$ cat config.mk
export PLATFORM = sky130hd
export DESIGN_NAME = compressor
export DESIGN_NICKNAME = d
export VERILOG_FILES = /design/src/rtl/compressor_pkg.sv /design/src/rtl/full_adder.sv /design/src/rtl/compressor.sv
export SDC_FILE = /design/constraint.sdc
export NUM_CORES = 1
export LEC_CHECK = 0
export CAP_MARGIN = 25
export CORE_ASPECT_RATIO = 2
export CORE_UTILIZATION = 46
export DETAILED_ROUTE_END_ITERATION = 10
export PLACE_DENSITY = 0.92
export RECOVER_POWER = 50
export SETUP_SLACK_MARGIN = 0.15
export SLEW_MARGIN = 20
export SYNTH_ARGS = -nofsm -noshare
export SYNTH_HDL_FRONTEND = slang
export SYNTH_SLANG_ARGS = --single-unit
$ cat constraint.sdc
create_clock -name clk -period 5.85 [get_ports clk]
set_input_delay 0.585 -clock clk [delete_from_list [all_inputs] [get_ports clk]]
set_output_delay 0.585 -clock clk [all_outputs]
set_load 0.03 [all_outputs]
$ cat src/rtl/compressor_pkg.sv
// Shared constants and elaboration-time planning for the compressor tree.
// Column heights and per-stage full/half adder counts are derived here.
package compressor_pkg;

   localparam int NUM_COLS   = 21;
   localparam int OUT_W      = 22;
   localparam int NUM_STAGES = 5;

   typedef logic [7:0] cnt_t;

   typedef struct packed {
      cnt_t height;
      cnt_t full;
      cnt_t half;
   } col_plan_t;

   typedef col_plan_t [OUT_W-1:0] stage_plan_t;

   function automatic int h(input int i);
      if (i < 0 || i >= NUM_COLS) return 0;
      return (i + 1 < NUM_COLS - i) ? i + 1 : NUM_COLS - i;
   endfunction

   // Dadda height targets 9, 6, 4, 3, 2 for stages 0..4.
   function automatic int stage_target(input int s);
      int d;
      d = 2;
      for (int k = 0; k < NUM_STAGES - 1 - s; k++) d = (d * 3) / 2;
      return d;
   endfunction

   // Column heights entering stage s, plus adder counts used within stage s.
   function automatic stage_plan_t stage_plan(input int s);
      int ht [OUT_W];
      int fa [OUT_W];
      int ha [OUT_W];
      int tot;
      int d;
      int carry;
      stage_plan_t p;
      p = '0;
      for (int i = 0; i < OUT_W; i++) begin
         ht[i] = h(i);
         fa[i] = 0;
         ha[i] = 0;
      end
      for (int st = 0; st <= s; st++) begin
         for (int i = 0; i < OUT_W; i++) begin
            fa[i] = 0;
            ha[i] = 0;
         end
         if (st < NUM_STAGES) begin
            d     = stage_target(st);
            carry = 0;
            for (int i = 0; i < OUT_W; i++) begin
               tot = ht[i] + carry;
               while (tot > d) begin
                  if (tot == d + 1) begin
                     ha[i] = ha[i] + 1;
                     tot   = tot - 1;
                  end else begin
                     fa[i] = fa[i] + 1;
                     tot   = tot - 2;
                  end
               end
               carry = fa[i] + ha[i];
            end
         end
         if (st < s) begin
            carry = 0;
            for (int i = 0; i < OUT_W; i++) begin
               tot   = ht[i] - 2 * fa[i] - ha[i] + carry;
               carry = fa[i] + ha[i];
               ht[i] = tot;
            end
         end
      end
      for (int i = 0; i < OUT_W; i++) begin
         p[i].height = cnt_t'(ht[i]);
         p[i].full   = cnt_t'(fa[i]);
         p[i].half   = cnt_t'(ha[i]);
      end
      return p;
   endfunction

   function automatic int col_off(input stage_plan_t p, input int c);
      int off;
      off = 0;
      for (int i = 0; i < OUT_W; i++) begin
         if (i < c) off = off + int'(p[i].height);
      end
      return off;
   endfunction

   function automatic int stage_w(input stage_plan_t p);
      return col_off(p, OUT_W);
   endfunction

   // Sums plus pass-through bits a column keeps before incoming carries are appended.
   function automatic int own_bits(input stage_plan_t p, input int c);
      if (c < 0 || c >= OUT_W) return 0;
      return int'(p[c].height) - 2 * int'(p[c].full) - int'(p[c].half);
   endfunction

endpackage

$ cat src/rtl/full_adder.sv
// 3:2 counter used as the basic reduction cell of the compressor tree.
module full_adder (
   input  logic a,
   input  logic b,
   input  logic ci,
   output logic s,
   output logic co
);

   assign s  = a ^ b ^ ci;
   assign co = (a & b) | (ci & (a ^ b));

endmodule

$ cat src/rtl/compressor.sv
// Dadda carry-save reduction of 21 weighted bit columns, a 22-bit final add
// and a single output register.
module compressor
   import compressor_pkg::*;
(
   input  logic        clk,
   input  logic        rst,
   input  logic [0:0]  src0,
   input  logic [1:0]  src1,
   input  logic [2:0]  src2,
   input  logic [3:0]  src3,
   input  logic [4:0]  src4,
   input  logic [5:0]  src5,
   input  logic [6:0]  src6,
   input  logic [7:0]  src7,
   input  logic [8:0]  src8,
   input  logic [9:0]  src9,
   input  logic [10:0] src10,
   input  logic [9:0]  src11,
   input  logic [8:0]  src12,
   input  logic [7:0]  src13,
   input  logic [6:0]  src14,
   input  logic [5:0]  src15,
   input  logic [4:0]  src16,
   input  logic [3:0]  src17,
   input  logic [2:0]  src18,
   input  logic [1:0]  src19,
   input  logic [0:0]  src20,
   output logic        dst0,  dst1,  dst2,  dst3,  dst4,  dst5,  dst6,  dst7,
   output logic        dst8,  dst9,  dst10, dst11, dst12, dst13, dst14, dst15,
   output logic        dst16, dst17, dst18, dst19, dst20, dst21
);

   localparam stage_plan_t PLAN_IN  = stage_plan(0);
   localparam stage_plan_t PLAN_FIN = stage_plan(NUM_STAGES);
   localparam int          IN_W     = stage_w(PLAN_IN);
   localparam int          FIN_W    = stage_w(PLAN_FIN);

   logic [IN_W-1:0]  col_bits;
   logic [FIN_W-1:0] fin_bits;
   logic [OUT_W-1:0] op_a;
   logic [OUT_W-1:0] op_b;
   logic [OUT_W-1:0] sum_d;
   logic [OUT_W-1:0] dst_q;

   // Stage-0 layout is column-major with column 0 at the LSB end.
   assign col_bits = {src20, src19, src18, src17, src16, src15, src14,
                      src13, src12, src11, src10, src9,  src8,  src7,
                      src6,  src5,  src4,  src3,  src2,  src1,  src0};

   for (genvar gi = 0; gi < NUM_STAGES; gi++) begin : g_stage
      localparam stage_plan_t P_IN  = stage_plan(gi);
      localparam stage_plan_t P_OUT = stage_plan(gi + 1);

      logic [stage_w(P_IN)-1:0]  cur;
      logic [stage_w(P_OUT)-1:0] nxt;

      if (gi == 0) begin : g_first
         assign cur = col_bits;
      end else begin : g_link
         assign cur = g_stage[gi-1].nxt;
      end

      // Each output column holds: FA sums, HA sums, untouched bits, then carries from below.
      for (genvar gc = 0; gc < OUT_W; gc++) begin : g_col
         for (genvar gk = 0; gk < int'(P_IN[gc].full); gk++) begin : g_fa
            full_adder u_fa (
               .a  (cur[col_off(P_IN, gc) + 3*gk]),
               .b  (cur[col_off(P_IN, gc) + 3*gk + 1]),
               .ci (cur[col_off(P_IN, gc) + 3*gk + 2]),
               .s  (nxt[col_off(P_OUT, gc) + gk]),
               .co (nxt[col_off(P_OUT, gc + 1) + own_bits(P_IN, gc + 1) + gk])
            );
         end
         for (genvar gk = 0; gk < int'(P_IN[gc].half); gk++) begin : g_ha
            assign nxt[col_off(P_OUT, gc) + int'(P_IN[gc].full) + gk] =
               cur[col_off(P_IN, gc) + 3*int'(P_IN[gc].full) + 2*gk] ^
               cur[col_off(P_IN, gc) + 3*int'(P_IN[gc].full) + 2*gk + 1];
            assign nxt[col_off(P_OUT, gc + 1) + own_bits(P_IN, gc + 1) + int'(P_IN[gc].full) + gk] =
               cur[col_off(P_IN, gc) + 3*int'(P_IN[gc].full) + 2*gk] &
               cur[col_off(P_IN, gc) + 3*int'(P_IN[gc].full) + 2*gk + 1];
         end
         for (genvar gk = 0;
              gk < int'(P_IN[gc].height) - 3*int'(P_IN[gc].full) - 2*int'(P_IN[gc].half);
              gk++) begin : g_pass
            assign nxt[col_off(P_OUT, gc) + int'(P_IN[gc].full) + int'(P_IN[gc].half) + gk] =
               cur[col_off(P_IN, gc) + 3*int'(P_IN[gc].full) + 2*int'(P_IN[gc].half) + gk];
         end
      end
   end

   assign fin_bits = g_stage[NUM_STAGES-1].nxt;

   // After the last stage every column is at most two bits tall.
   for (genvar gi = 0; gi < OUT_W; gi++) begin : g_final
      if (PLAN_FIN[gi].height >= cnt_t'(1)) begin : g_a_bit
         assign op_a[gi] = fin_bits[col_off(PLAN_FIN, gi)];
      end else begin : g_a_zero
         assign op_a[gi] = 1'b0;
      end
      if (PLAN_FIN[gi].height >= cnt_t'(2)) begin : g_b_bit
         assign op_b[gi] = fin_bits[col_off(PLAN_FIN, gi) + 1];
      end else begin : g_b_zero
         assign op_b[gi] = 1'b0;
      end
   end

   assign sum_d = op_a + op_b;

   always_ff @(posedge clk) begin
      if (rst) begin
         dst_q <= '0;
      end else begin
         dst_q <= sum_d;
      end
   end

   assign {dst21, dst20, dst19, dst18, dst17, dst16, dst15, dst14,
           dst13, dst12, dst11, dst10, dst9,  dst8,  dst7,  dst6,
           dst5,  dst4,  dst3,  dst2,  dst1,  dst0} = dst_q;

endmodule

==> metrics.csv, run 1 <==
stage;metric;value;unit
status;status;finished, final reports clean;
yosys;synth.yosys.seq_area_share;11.58;%
job;drv_cap;0;
placed_design;portBuffers;144;
clocking;cts.reportedPaths.clkPinSlew;60;ps
die;top_level_ports;145;
route;drc;0;
die;start_util;47.87;%
global_route;gr-total-overflow;0;
yosys;synth_ff_type;dfxtp_1;
timing;finalSetupViolations;0;
pwr;power_density_cells;554.0;mW/mm²
die;fp.coreArea;0.007943;mm²
setup_path;critical_path.startpoint_type;primary input;
cells_and_area;layout_top_registers;dst_q (22);
timing;hold_slack;897.1;ps
placed_design;dpl_cell_area;0.005361;mm²
pwr;static-leakage-power;2.728;nW
clocking;cts_hold_buffers;0;
cells_and_area;finalNetCount;794;
route;ant_nets;0;
placed_design;place.gp.congestion;0.8046;
cells_and_area;final_cell_mix;inv_1 (145), clkdlybuf4s50_1 (123), fa_1 (81);
clocking;root_buffer;clkbuf_16;
setup_path;worstSetupStartpoint;src11[0];
cells_and_area;largest_reg_flops;22;
yosys;synth.lib_cells_used.distinct;39;
die;fp.dieArea;0.008656;mm²
cells_and_area;fin_area;0.005466;mm²
timing;timing.slew.headroom;33.81;%
timing;setup_repair_after_global_routing_missed_its_margin;false;
timing;worst_slack;400.5;ps
timing;max_freq;0.1835;GHz
yosys;yosys_warnings;0;
route;detailed_route_wl;9109;µm
setup_path;worstPathArrival;5650;ps
setup_path;worstSetupEndpoint;dst_q[18];
global_route;antenna_found_initial;0;
route;dr_total_vias;3214;
placed_design;dp_worst_setup_slack;66.70;ps
clocking;cts_htree_levels;1;
yosys;synthArstFlopShare;0;%
min_path;holdCritPathClass;primary input to flip-flop;
yosys;post_synth_inst_count;414;
setup_path;crit_required;6050;ps
die;num_rows;46;
yosys;synth.net_count;648;
cells_and_area;filler_cell_count;631;
global_route;grtUsageTotal;22.51;%
clocking;ctsLongestPathBuffers;2;
placed_design;hpwl;8345;µm
pwr;total_power;3.028;mW
yosys;synth_seq_cells;22;
route;dr.pass1.iters;4;
yosys;mappedNetlistArea;0.003802;mm²
timing;tns_setup;0;ps
cells_and_area;max_flop_register;dst_q;
placed_design;dp_cells;651;
die;die_x;66.29;µm
cells_and_area;number_of_antenna_cells_inserted;0;
route;route.detailed.wl_per_inst;13.91;µm
global_route;grt_pass1_vias;3630;
cells_and_area;drive_above_1_share;2.504;%
clocking;tritoncts.num_buffers;3;
yosys;syn_area_per_cell;9.185;µm²
timing;timing.final.max_slew_violations;0;
clocking;cts.sinks;22;
cells_and_area;final_core_utilization;68.82;%
cells_and_area;synthToLayoutAreaGrowth;43.76;%
setup_path;crit_chain;clkdlybuf4s50_1 -> inv_1 -> fa_1 -> fa_1 -> inv_1 -> fa_1 -> inv_1 -> fa_1 -> fa_1 -> inv_1 -> ha_1 -> a21o_1 -> o2bb2ai_1 -> o21a_1 -> a311o_1 -> or4b_1 -> nand3_1;
route;number_of_vias_per_cell_after_detailed_routing;4.907;
setup_path;cp_common_cell;fa_1;
route;drt_initial_violations;56;
yosys;synth-edff-count;0;
global_route;grt_start_max_net_pins;27;
timing;final.min_clock_period;5450;ps
setup_path;timing_worst_setup_path_type;primary input to flip-flop;
cells_and_area;final_common_cell;inv_1;
cells_and_area;final_cell_count_no_fill;655;
setup_path;critical-path-slowest-cell;fa_1;
timing;worst_tran_pin_value;989.5;ps
setup_path;critical_path.endpoint_type;flip-flop;
global_route;grt_first_pass_wirelength;14920;µm
clocking;tritoncts_clock_tree;yes;
die;die_height;130.6;µm
timing;final_min_period_over_clock_period;93.15;%
setup_path;cp_slowest_stage_delay;550;ps
timing;timing_hold_violations_final;0;
pwr;worst_ir_drop_vdd;0.4090;mV
setup_path;crit_fanout;3;
## how the worst min path moves through the flow
stage	startpoint	to	slack, ps	cells past startpoint
after floorplan	src0	dst_q[0]	710	1
after global placement	src0	dst_q[0]	1150	2
after detailed placement	src0	dst_q[0]	1170	2
after CTS	src0	dst_q[0]	890	2
after global routing	src0	dst_q[0]	890	2
final	src0	dst_q[0]	900	2
## report_power, final
group / switching, mW / total (mW) / leakage [nW] / internal, mW
sequential: 0.0132 / 0.232 / 0.183 / 0.219
clock: 0.0584 / 0.194 / 0.0511 / 0.136
combinational: 1.47 / 2.60 / 2.49 / 1.14
## cells in the mapped netlist (2+ instances only)
cell	number	area, µm²
a211o_1	2	17.52
a21o_1	5	37.54
a21oi_1	17	85.08
a21oi_2	2	17.52
a31o_2	2	17.52
a31oi_1	3	18.77
buf_2	2	10.01
clkbuf_1	4	15.01
dfxtp_1	22	440.4
fa_1	81	1622
ha_1	30	375.4
inv_1	145	544.3
mux2_2	3	33.78
nand2_1	13	48.80
nand3_1	7	35.03
nor2_1	20	75.07
nor2b_1	6	37.54
nor3_1	3	15.01
o211ai_1	2	15.01
o21a_1	7	52.55
o21ai_0	6	30.03
o21bai_1	3	22.52
o221ai_1	2	17.52
or3_1	2	12.51
xnor2_1	7	61.31
xor2_1	5	43.79
## repair_timing
item                                    4_1_cts  5_1_grt
resized for setup                             0        1
buffers inserted                              0        0
endpoints found under the setup margin        0        2
## layout make-up
| cell class | count | area [µm²] | area share, % |
|---|---|---|---|
| Inverter | 145 | 544.3 | 9.957 |
| Timing Repair Buffer | 147 | 1464 | 26.78 |
| Tap cell | 96 | 120.1 | 2.197 |
| Clock inverter | 1 | 30.03 | 0.5493 |
| Clock buffer | 3 | 75.07 | 1.373 |
| Sequential cell | 22 | 440.4 | 8.057 |
| Multi-Input combinational cell | 241 | 2793 | 51.09 |
## routing by layer
| metal | up-vias | track usage (%) | share of wire [%] | wire, µm |
|---|---|---|---|---|
| li1 | 1524 | - | - | - |
| met1 | 1549 | 19.08 | 29 | 2661 |
| met2 | 116 | 49.76 | 64 | 5800 |
| met5 | - | 0 | 0 | 0 |
| met4 | 0 | 7.885 | 3.1 | 278 |
| met3 | 25 | 1.649 | 4.1 | 369 |
## cell families (layout without fill, tap and decap cells)
kind of cell             Yosys count  count (layout)  share of synthesized area, %
XOR/XNOR                          12              12                         2.764
flip-flops                        22              22                         11.58
AO/OA/AOI/OAI                     59              59                         10.46
multiplexers                       3               3                        0.8884
AND/OR/NAND/NOR                   56              56                         6.812
buffers and inverters            151             296                         14.97
adder cells (fa/ha/maj)          111             111                         52.52
## critical path, delay by kind of cell
family,cells,cell delay [ps]
buffers and inverters,5,680
AOI/OAI and AO/OA,4,930
and+or+nand+nor,2,600
adders and majority gates,6,2860
Power figures use the tool's default switching activity.
==> inputs of run 2 (changes only) <==
--- a/config.mk
+++ b/config.mk
@@ -5,6 +5,7 @@
 export SDC_FILE = /design/constraint.sdc
 export NUM_CORES = 1
 export LEC_CHECK = 0
+export ABC_CLOCK_PERIOD_IN_PS = 5850
 export CAP_MARGIN = 25
 export CORE_ASPECT_RATIO = 2
 export CORE_UTILIZATION = 46
==> results of run 2 <==
The final DEF is identical to that of run 1; final timing and power are the same.
